File: config.mk
export PLATFORM = sky130hd
export DESIGN_NAME = sync_fifo_flags_flat
export DESIGN_NICKNAME = d
export VERILOG_FILES = /design/src/rtl/sync_fifo_flags_if.sv /design/src/rtl/sync_fifo_flags.sv /design/src/flat_wrapper.sv
export SDC_FILE = /design/constraint.sdc
export NUM_CORES = 1
export LEC_CHECK = 0
export ABC_AREA = 1
export CAP_MARGIN = 20
export CORE_UTILIZATION = 40
export CTS_CLUSTER_DIAMETER = 40
export DETAILED_ROUTE_END_ITERATION = 10
export SYNTH_ARGS = -nofsm -noshare
export SYNTH_HDL_FRONTEND = slang
export SYNTH_SLANG_ARGS = --single-unit
File: constraint.sdc
create_clock -name clk -period 3.2 [get_ports clk]
set_input_delay 0.8 -clock clk [delete_from_list [all_inputs] [get_ports clk]]
set_output_delay 0.8 -clock clk [all_outputs]
set_load 0.05 [all_outputs]
File: src/rtl/sync_fifo_flags_if.sv
// Producer/consumer bundle for sync_fifo_flags. The master side (producer and
// consumer logic) drives the requests and write data; the slave side (the FIFO)
// returns read data, occupancy, threshold flags and error pulses.
interface sync_fifo_flags_if #(
   parameter int DATA_WIDTH = 8,
   parameter int DEPTH      = 16
) ();
   localparam int CW = $clog2(DEPTH + 1);

   logic                  w_en;
   logic [DATA_WIDTH-1:0] data_in;
   logic                  r_en;
   logic [DATA_WIDTH-1:0] data_out;
   logic                  full;
   logic                  empty;
   logic                  almost_full;
   logic                  almost_empty;
   logic [CW-1:0]         count;
   logic                  overflow;
   logic                  underflow;

   modport master (
      output w_en, data_in, r_en,
      input  data_out, full, empty, almost_full, almost_empty, count,
             overflow, underflow
   );

   modport slave (
      input  w_en, data_in, r_en,
      output data_out, full, empty, almost_full, almost_empty, count,
             overflow, underflow
   );
endinterface

File: src/rtl/sync_fifo_flags.sv
// Single-clock FIFO with an exact occupancy counter, programmable almost-full
// and almost-empty thresholds, registered overflow/underflow pulses and an
// optional first-word-fall-through read port. DEPTH need not be a power of two:
// both pointers wrap explicitly at DEPTH-1.
module sync_fifo_flags #(
   parameter int DATA_WIDTH = 8,
   parameter int DEPTH      = 16,
   parameter int AF_THRESH  = DEPTH - 2,
   parameter int AE_THRESH  = 2,
   parameter int FWFT       = 0
) (
   input logic               clk,
   input logic               rst,
   sync_fifo_flags_if.slave  bus
);
   localparam int CW = $clog2(DEPTH + 1);
   localparam int PW = $clog2(DEPTH);

   logic [DATA_WIDTH-1:0] mem [DEPTH];
   logic [PW-1:0]         w_ptr;
   logic [PW-1:0]         r_ptr;
   logic [CW-1:0]         cnt;
   logic [DATA_WIDTH-1:0] dout_r;
   logic                  ovf_r;
   logic                  unf_r;

   logic full_c;
   logic empty_c;
   logic wr_ok;
   logic rd_ok;

   // Advance a pointer, returning to 0 after the last real entry.
   function automatic logic [PW-1:0] next_ptr(input logic [PW-1:0] p);
      if (p == PW'(DEPTH - 1)) begin
         return '0;
      end
      return p + PW'(1);
   endfunction

   // Status decodes of the registered count; accept qualifiers use only these,
   // so a full FIFO never writes through and an empty one never reads through.
   always_comb begin
      full_c  = (cnt == CW'(DEPTH));
      empty_c = (cnt == '0);
      wr_ok   = bus.w_en & ~full_c;
      rd_ok   = bus.r_en & ~empty_c;
   end

   // Storage array; contents survive reset, nothing is written while rst is high.
   always_ff @(posedge clk) begin
      if (!rst && wr_ok) begin
         mem[w_ptr] <= bus.data_in;
      end
   end

   // Pointers, occupancy and error pulses.
   always_ff @(posedge clk) begin
      if (rst) begin
         w_ptr <= '0;
         r_ptr <= '0;
         cnt   <= '0;
         ovf_r <= 1'b0;
         unf_r <= 1'b0;
      end else begin
         ovf_r <= bus.w_en & full_c;
         unf_r <= bus.r_en & empty_c;
         if (wr_ok) begin
            w_ptr <= next_ptr(w_ptr);
         end
         if (rd_ok) begin
            r_ptr <= next_ptr(r_ptr);
         end
         case ({wr_ok, rd_ok})
            2'b10:   cnt <= cnt + CW'(1);
            2'b01:   cnt <= cnt - CW'(1);
            default: cnt <= cnt;
         endcase
      end
   end

   // Registered read word: loaded on each accepted read in standard mode, held
   // otherwise; in FWFT mode it only supplies the post-reset value while empty.
   always_ff @(posedge clk) begin
      if (rst) begin
         dout_r <= '0;
      end else if (FWFT == 0 && rd_ok) begin
         dout_r <= mem[r_ptr];
      end
   end

   generate
      if (FWFT != 0) begin : g_fwft
         assign bus.data_out = empty_c ? dout_r : mem[r_ptr];
      end else begin : g_std
         assign bus.data_out = dout_r;
      end
   endgenerate

   assign bus.full         = full_c;
   assign bus.empty        = empty_c;
   assign bus.almost_full  = (cnt >= CW'(AF_THRESH));
   assign bus.almost_empty = (cnt <= CW'(AE_THRESH));
   assign bus.count        = cnt;
   assign bus.overflow     = ovf_r;
   assign bus.underflow    = unf_r;
endmodule
File: src/flat_wrapper.sv
// flat-port wrapper written by rule: the top's interface ports become plain ports
module sync_fifo_flags_flat 
#(
   parameter int DATA_WIDTH = 8,
   parameter int DEPTH      = 16,
   parameter int AF_THRESH  = DEPTH - 2,
   parameter int AE_THRESH  = 2,
   parameter int FWFT       = 0
)
  (clk, rst, bus_w_en, bus_data_in, bus_r_en, bus_data_out, bus_full, bus_empty, bus_almost_full, bus_almost_empty, bus_count, bus_overflow, bus_underflow);
  sync_fifo_flags_if #(.DATA_WIDTH(DATA_WIDTH), .DEPTH(DEPTH)) bus_i ();
  input logic clk;
  input logic rst;
  input wire logic [$bits(bus_i.w_en)-1:0] bus_w_en;
  input wire logic [$bits(bus_i.data_in)-1:0] bus_data_in;
  input wire logic [$bits(bus_i.r_en)-1:0] bus_r_en;
  output wire logic [$bits(bus_i.data_out)-1:0] bus_data_out;
  output wire logic [$bits(bus_i.full)-1:0] bus_full;
  output wire logic [$bits(bus_i.empty)-1:0] bus_empty;
  output wire logic [$bits(bus_i.almost_full)-1:0] bus_almost_full;
  output wire logic [$bits(bus_i.almost_empty)-1:0] bus_almost_empty;
  output wire logic [$bits(bus_i.count)-1:0] bus_count;
  output wire logic [$bits(bus_i.overflow)-1:0] bus_overflow;
  output wire logic [$bits(bus_i.underflow)-1:0] bus_underflow;
  assign bus_i.w_en = bus_w_en;
  assign bus_i.data_in = bus_data_in;
  assign bus_i.r_en = bus_r_en;
  assign bus_data_out = bus_i.data_out;
  assign bus_full = bus_i.full;
  assign bus_empty = bus_i.empty;
  assign bus_almost_full = bus_i.almost_full;
  assign bus_almost_empty = bus_i.almost_empty;
  assign bus_count = bus_i.count;
  assign bus_overflow = bus_i.overflow;
  assign bus_underflow = bus_i.underflow;
  sync_fifo_flags #(.DATA_WIDTH(DATA_WIDTH), .DEPTH(DEPTH), .AF_THRESH(AF_THRESH), .AE_THRESH(AE_THRESH), .FWFT(FWFT)) u_core (.clk(clk), .rst(rst), .bus(bus_i));
endmodule
## Word level (Yosys, flattened, before mapping)

Memory sizes are Yosys's and may differ from the RTL's. A register that Yosys moved wholly into a read port is not among the register bits.
Index checks and enable logic that the tools add are counted.

| operators by class | value |
|---|---|
| add/sub/neg operators | 4 |
| order comparisons | 2 |
| equality and inequality tests | 5 |
| muxes and demuxes | 13 |
| bitwise operators | 6 |
| reduce and logical (&&, ||, !) cells | 4 |

Operators by type and width:

| operator | count |
|---|---|
| 4-bit two-way mux | 4 |
| 5-bit case mux with 2 select lines | 1 |
| 4-bit by 1-bit adder with 4-bit output, second input constant | 2 |
| 4-bit == test, second input constant | 2 |
| 1-bit two-way mux | 8 |
| 5-bit by 1-bit adder with 5-bit output, second input constant | 1 |
| 5-bit == test, second input constant | 1 |
| 5-bit by 4-bit >= comparator with 1-bit output, second input constant | 1 |
| 5-bit by 2-bit less-or-equal comparator with 1-bit output, second input constant | 1 |
| 5-bit zero test | 1 |
| 5-bit by 1-bit subtractor with 5-bit output, second input constant | 1 |
| 1-bit bitwise AND | 4 |
| 2-bit by 1-bit == test with 1-bit output, second input constant | 1 |
| 2-bit == test, second input constant | 1 |
| 1-bit NOT | 2 |
| 2-bit nonzero test | 1 |
| 1-bit logical AND | 1 |
| 1-bit zero test | 1 |

| word-level totals | value |
|---|---|
| bits in registers | 15 |
| RAM bits | 128 |
| input bits | 12 |
| output and inout port bits | 19 |
| word-level logic and storage cells | 40 |
| memories | 1 |

Memories:

| name | words | bits a word | read ports | clocked after Yosys merged registers in | write ports | RTL line | text |
|---|---|---|---|---|---|---|---|
| u_core.mem | 16 | 8 | 1 | 1 | 1 | sync_fifo_flags.sv:19 | `logic [DATA_WIDTH-1:0] mem [DEPTH];` |

## Logic depth before layout (Yosys ltp)

| logic depth | value |
|---|---|
| depth after elaboration | 6 |
| gate-level depth with buffers | 18 |
| depth with buffers taken out | 15 |

## Worst setup path before layout

OpenSTA, ideal clock, no wires.

| timing path | value |
|---|---|
| path type | register -> register |
| start point | register u_core.cnt[1], in the netlist u_core.bus.count[1] |
| end point | register u_core.cnt[4], in the netlist u_core.bus.count[4] |
| setup time | 0.109 ns |
| arrival | 2.388 ns |
| required time | 3.091 ns |
| setup slack | 0.703 ns |
| cell stages (with the launch flop) | 18 |
| path buffers | 3 |
| period minus slack after synthesis | 2.497 ns |
| cells stage by stage | dfxtp_1 buf_4 nor2_2 nand3_2 nand2_2 inv_4 buf_6 buf_6 ha_1 xor2_1 ha_1 inv_1 nand2_1 nand2_1 nand3_1 nand3_1 nand2_1 inv_1 |

| between the ends | value |
|---|---|
| word-level cells in the longest chain between the ends | 5 |
| elaborated cells between the ends (all ways) | 12 |
| those cells by class | 2 x add/sub; 3 x eq/ne; 1 x mux; 4 x bitwise; 2 x reduce/logical |

RTL lines:

| item | RTL line | text |
|---|---|---|
| from (decl) | sync_fifo_flags.sv:22 | `logic [CW-1:0] cnt;` |
| from (signal assigned) | sync_fifo_flags.sv:74 | `2'b10: cnt <= cnt + CW'(1);` |
| from (signal assigned) | sync_fifo_flags.sv:75 | `2'b01: cnt <= cnt - CW'(1);` |
| from (signal assigned) | sync_fifo_flags.sv:76 | `default: cnt <= cnt;` |
| 5-bit == test / 5-bit zero test (equally long branches) | sync_fifo_flags.sv:43, sync_fifo_flags.sv:44 |  |
| 1-bit NOT, on equally long branches | sync_fifo_flags.sv:45, sync_fifo_flags.sv:46 |  |
| 1-bit bitwise AND, on equally long branches | sync_fifo_flags.sv:45, sync_fifo_flags.sv:46 |  |
| 2-bit by 1-bit == test with 1-bit output / 2-bit == test (equally long branches) | sync_fifo_flags.sv:73 | `case ({wr_ok, rd_ok})` |
| 5-bit case mux with 2 select lines / 2-bit nonzero test (equally long branches) | n/a |  |

Several ways; a longest one is shown, not always the timed one.
A chain may end at the register's enable or synchronous reset.

## Worst setup path after layout

| timing path | value |
|---|---|
| start point | register u_core.cnt[2], in the netlist u_core.bus.count[2] |
| end point | output bus_almost_empty |

| between the ends | value |
|---|---|
| word-level cells in the longest chain between the ends | 1 |

RTL lines:

| item | RTL line | text |
|---|---|---|
| 5-bit by 2-bit less-or-equal comparator with 1-bit output | sync_fifo_flags.sv:102 | `assign bus.almost_empty = (cnt <= CW'(AE_THRESH));` |
| to (decl) | flat_wrapper.sv:21 | `output wire logic [$bits(bus_i.almost_empty)-1:0] bus_almost_empty;` |

Every way passes these cells.

==> flow_metrics.env <==
export IMPL_syn_to_final_growth_pct=19.1
export IMPL_antenna_found_initial=0
export IMPL_ctsHtreeMaxLevel=4
export IMPL_power_density_nw_per_um2=850
export IMPL_first_global_vias=4004
export IMPL_hpwl_mm=9.25
export IMPL_die_width_um=126
export IMPL_slowest_stage="clkdlybuf4s50_1"
export IMPL_yosys_warnings=0
export IMPL_wl_per_cell_um=19.3
export IMPL_drtAntennaViolNets=0
export IMPL_power_switching_uw=2100
export IMPL_total_leakage_power_uw=0.00260
export IMPL_slew_violations=0
export IMPL_drtPass1Iterations=6
export IMPL_clk_pin_slew_ns=0.06
export IMPL_grt_overflow_total=0
export IMPL_syn_area_um2=6150
export IMPL_drc=0
export IMPL_nets=589
export IMPL_yosysUniqueCellTypes=27
export IMPL_rsz0062_at_grt="false"
export IMPL_r2r_start="u_core.bus.count[2]"
export IMPL_fmax_mhz=353
export IMPL_cts_tree="built"
export IMPL_die_y_um=126
export IMPL_worstPathArrival_ns=2.03
export IMPL_antenna_cells=0
export IMPL_critPathLaunchType="flop"
export IMPL_avgSynthCellArea_um2=11.8
export IMPL_worstMarginPinSlew_ns=0.720
export IMPL_internal_power_uw=4120
export IMPL_drive_gt1_share_pct=10.7
export IMPL_synth_seq_cells=151
export IMPL_dieArea_um2=15900
export IMPL_period_minus_slack_ns=2.83
export IMPL_nFillCells=1300
export IMPL_viasPerCell=5.45
export IMPL_cp_top_family="buffers and inverters"
export IMPL_fin_util_pct=49.6
export IMPL_skew_ns=0.00850
export IMPL_pwr_share_clk_pct=32.8
export IMPL_yosysSeqAreaShare_pct=70.0
export IMPL_grt_max_degree=52
export IMPL_finalCritPeriodShare_pct=88.5
export IMPL_finalWirelength_mm=14.7
export IMPL_p_seq_share_pct=38.0
export IMPL_min_from="u_core.bus.data_out[5]"
export IMPL_critPathBufInv=1
export IMPL_numPortBuffers=30
export IMPL_hold_path_class="flop to flop"
export IMPL_drt_iter0_markers=482
export IMPL_ctsResizeCount=0
export IMPL_grt_pass1_wl_mm=22.6
export IMPL_initial_core_util_pct=41.7
export IMPL_ir_drop_uv=516
export IMPL_clk_path_buf_depth=2
export IMPL_groute_usage_overall_pct=19.5
export IMPL_critPathLaunch="u_core.bus.count[2]"
export IMPL_combPwrFrac_pct=29.2
export IMPL_cts_root_buf="clkbuf_16"
export IMPL_gp_congestion=0.806
export IMPL_clock_latency_ns=0.42
export IMPL_cts_sinks=151
export IMPL_crit_type="flop to primary output"
export IMPL_end_kind="primary output"
export IMPL_num_rows=44
export IMPL_drv_cap=0
export IMPL_ios=31
export IMPL_required_ns=2.40
export IMPL_crit_chain="nor2_2, nand2_1, a21oi_1, clkdlybuf4s50_1"
export IMPL_finalSetupTns_ns=0
export IMPL_vias=4171
export IMPL_status="complete, no violations"
export IMPL_core_area_um2=14800
export IMPL_crit_fanout=7
export IMPL_postCtsSetupRepairBufs=0
export IMPL_setup_viol_count_final=0
export IMPL_swShare_pct=33.8
export IMPL_slew_headroom_pct=51.9
export IMPL_hold_viol_final=0
export IMPL_cts_buffers=17
export IMPL_multi_input_area_um2=1600
export IMPL_syn_num_nets=542
export IMPL_cts_hold_buf=0
export IMPL_cp_slowest_stage_delay_ns=0.82
export IMPL_regArea_um2=4310
export IMPL_synth_cells=522
[area by class of cell]
cell class                      count  area share (%)
Clock buffer                       20            6.10
Clock inverter                     11            2.12
Inverter                           28            1.47
Multi-Input combinational cell    317            21.8
Sequential cell                   151            58.8
Tap cell                          184            3.14
Timing Repair Buffer               54            6.56
[worst paths after layout]
path / endpoint / slack, ns / depth (start not counted)
max: bus_almost_empty / 0.37 / 4
min: u_core.bus.data_out[5] / 0.52 / 2
max reg2reg: u_core.bus.count[4] / 0.97 / 13
min reg2reg: u_core.bus.data_out[5] / 0.52 / 2
[worst register-to-register path, cell delays in order (launching register included)]
cell	delay, ns
dfxtp_1	0.39
nor2_2	0.21
nand3_2	0.13
nand2_2	0.19
ha_1	0.32
xor2_1	0.23
ha_1	0.18
inv_1	0.04
nand2_1	0.09
nand2_1	0.08
nand3_1	0.09
nand3_1	0.08
nand2_1	0.06
inv_1	0.03
[layer usage]
metal | share of wire, % | global-route usage [%]
met1 | 44 | 26.8
met2 | 47 | 30.6
met3 | 7.1 | 4.97
met4 | 1.4 | 5.88
met5 | 0 | 0
[kinds of logic after synthesis]
group           count (synthesis)  synth area share [%]
simple gates                  165                  10.9
flops                         151                  70.0
fa+ha+maj                       8                  1.63
xor+xnor                        7                 0.997
compound gates                137                  12.4
buf+inv                        54                  4.03
[placed cells by master (no fill, tap or decap), drive strengths merged]
| master | instances |
|---|---|
| a21oi | 23 |
| buf | 24 |
| bufinv | 4 |
| clkbuf | 20 |
| clkdlybuf4s50 | 30 |
| clkinv | 7 |
| dfxtp | 23 |
| edfxtp | 128 |
| ha | 8 |
| inv | 28 |
| nand2 | 48 |
| nand3 | 14 |
| nand4 | 4 |
| nor2 | 97 |
| nor3 | 1 |
| nor3b | 1 |
| o211ai | 3 |
| o21ai | 79 |
| o221ai | 13 |
| o22ai | 19 |
| xnor2 | 1 |
| xor2 | 6 |
[flip-flops by register name, indices dropped and copies added (netlist names)]
| register | cells |
|---|---|
| u_core.bus.overflow | 1 |
| u_core.bus.data_out | 8 |
| u_core.bus.underflow | 1 |
| u_core.w_ptr | 4 |
| u_core.mem | 128 |
| u_core.r_ptr | 4 |
| u_core.bus.count | 5 |
[synthesized netlist by cell type]
library cell,number,area share (%)
nor2_1,95,5.8
o211ai_1,3,0.37
ha_1,8,1.6
nand4_1,4,0.41
nand3_2,2,0.33
a21oi_1,23,1.9
edfxtp_1,128,62
xnor2_1,1,0.14
xor2_1,6,0.85
inv_2,1,0.061
o21ai_1,11,0.89
nand2_1,46,2.8
nand2_2,2,0.20
nor3b_1,1,0.12
nor2_2,2,0.20
buf_2,10,0.81
nand3_1,12,0.98
clkbuf_1,11,0.67
nor3_1,1,0.081
dfxtp_1,23,7.5
inv_4,1,0.10
inv_1,26,1.6
o21ai_0,68,5.5
buf_6,3,0.55
buf_4,2,0.24
o22ai_1,19,1.9
o221ai_1,13,1.9
[metrics by stage]
stage	cell area (µm²)	std cells	setup slack (ns)	hold slack [ns]	total power, µW
2_1_floorplan	6150	522	0.703	0.482	3660
3_3_place_gp	6720	734	0.533	0.517	4190
3_5_place_dp	6720	734	0.438	0.517	4220
4_1_cts	7320	765	0.352	0.525	6260
5_1_grt	7320	765	0.259	0.552	6510
6_report	7320	765	0.369	0.520	6230
[power by group through the flow]
stage / registers [µW] / clock network (µW) / logic, µW
4_1_cts: 2370 / 2080 / 1810
3_5_place_dp: 2410 / 0 / 1810
5_1_grt: 2390 / 2160 / 1970
3_3_place_gp: 2410 / 0 / 1780
6_report: 2370 / 2040 / 1820
2_1_floorplan: 2600 / 0 / 1060
No activity file was read; power rests on OpenSTA's default activity.
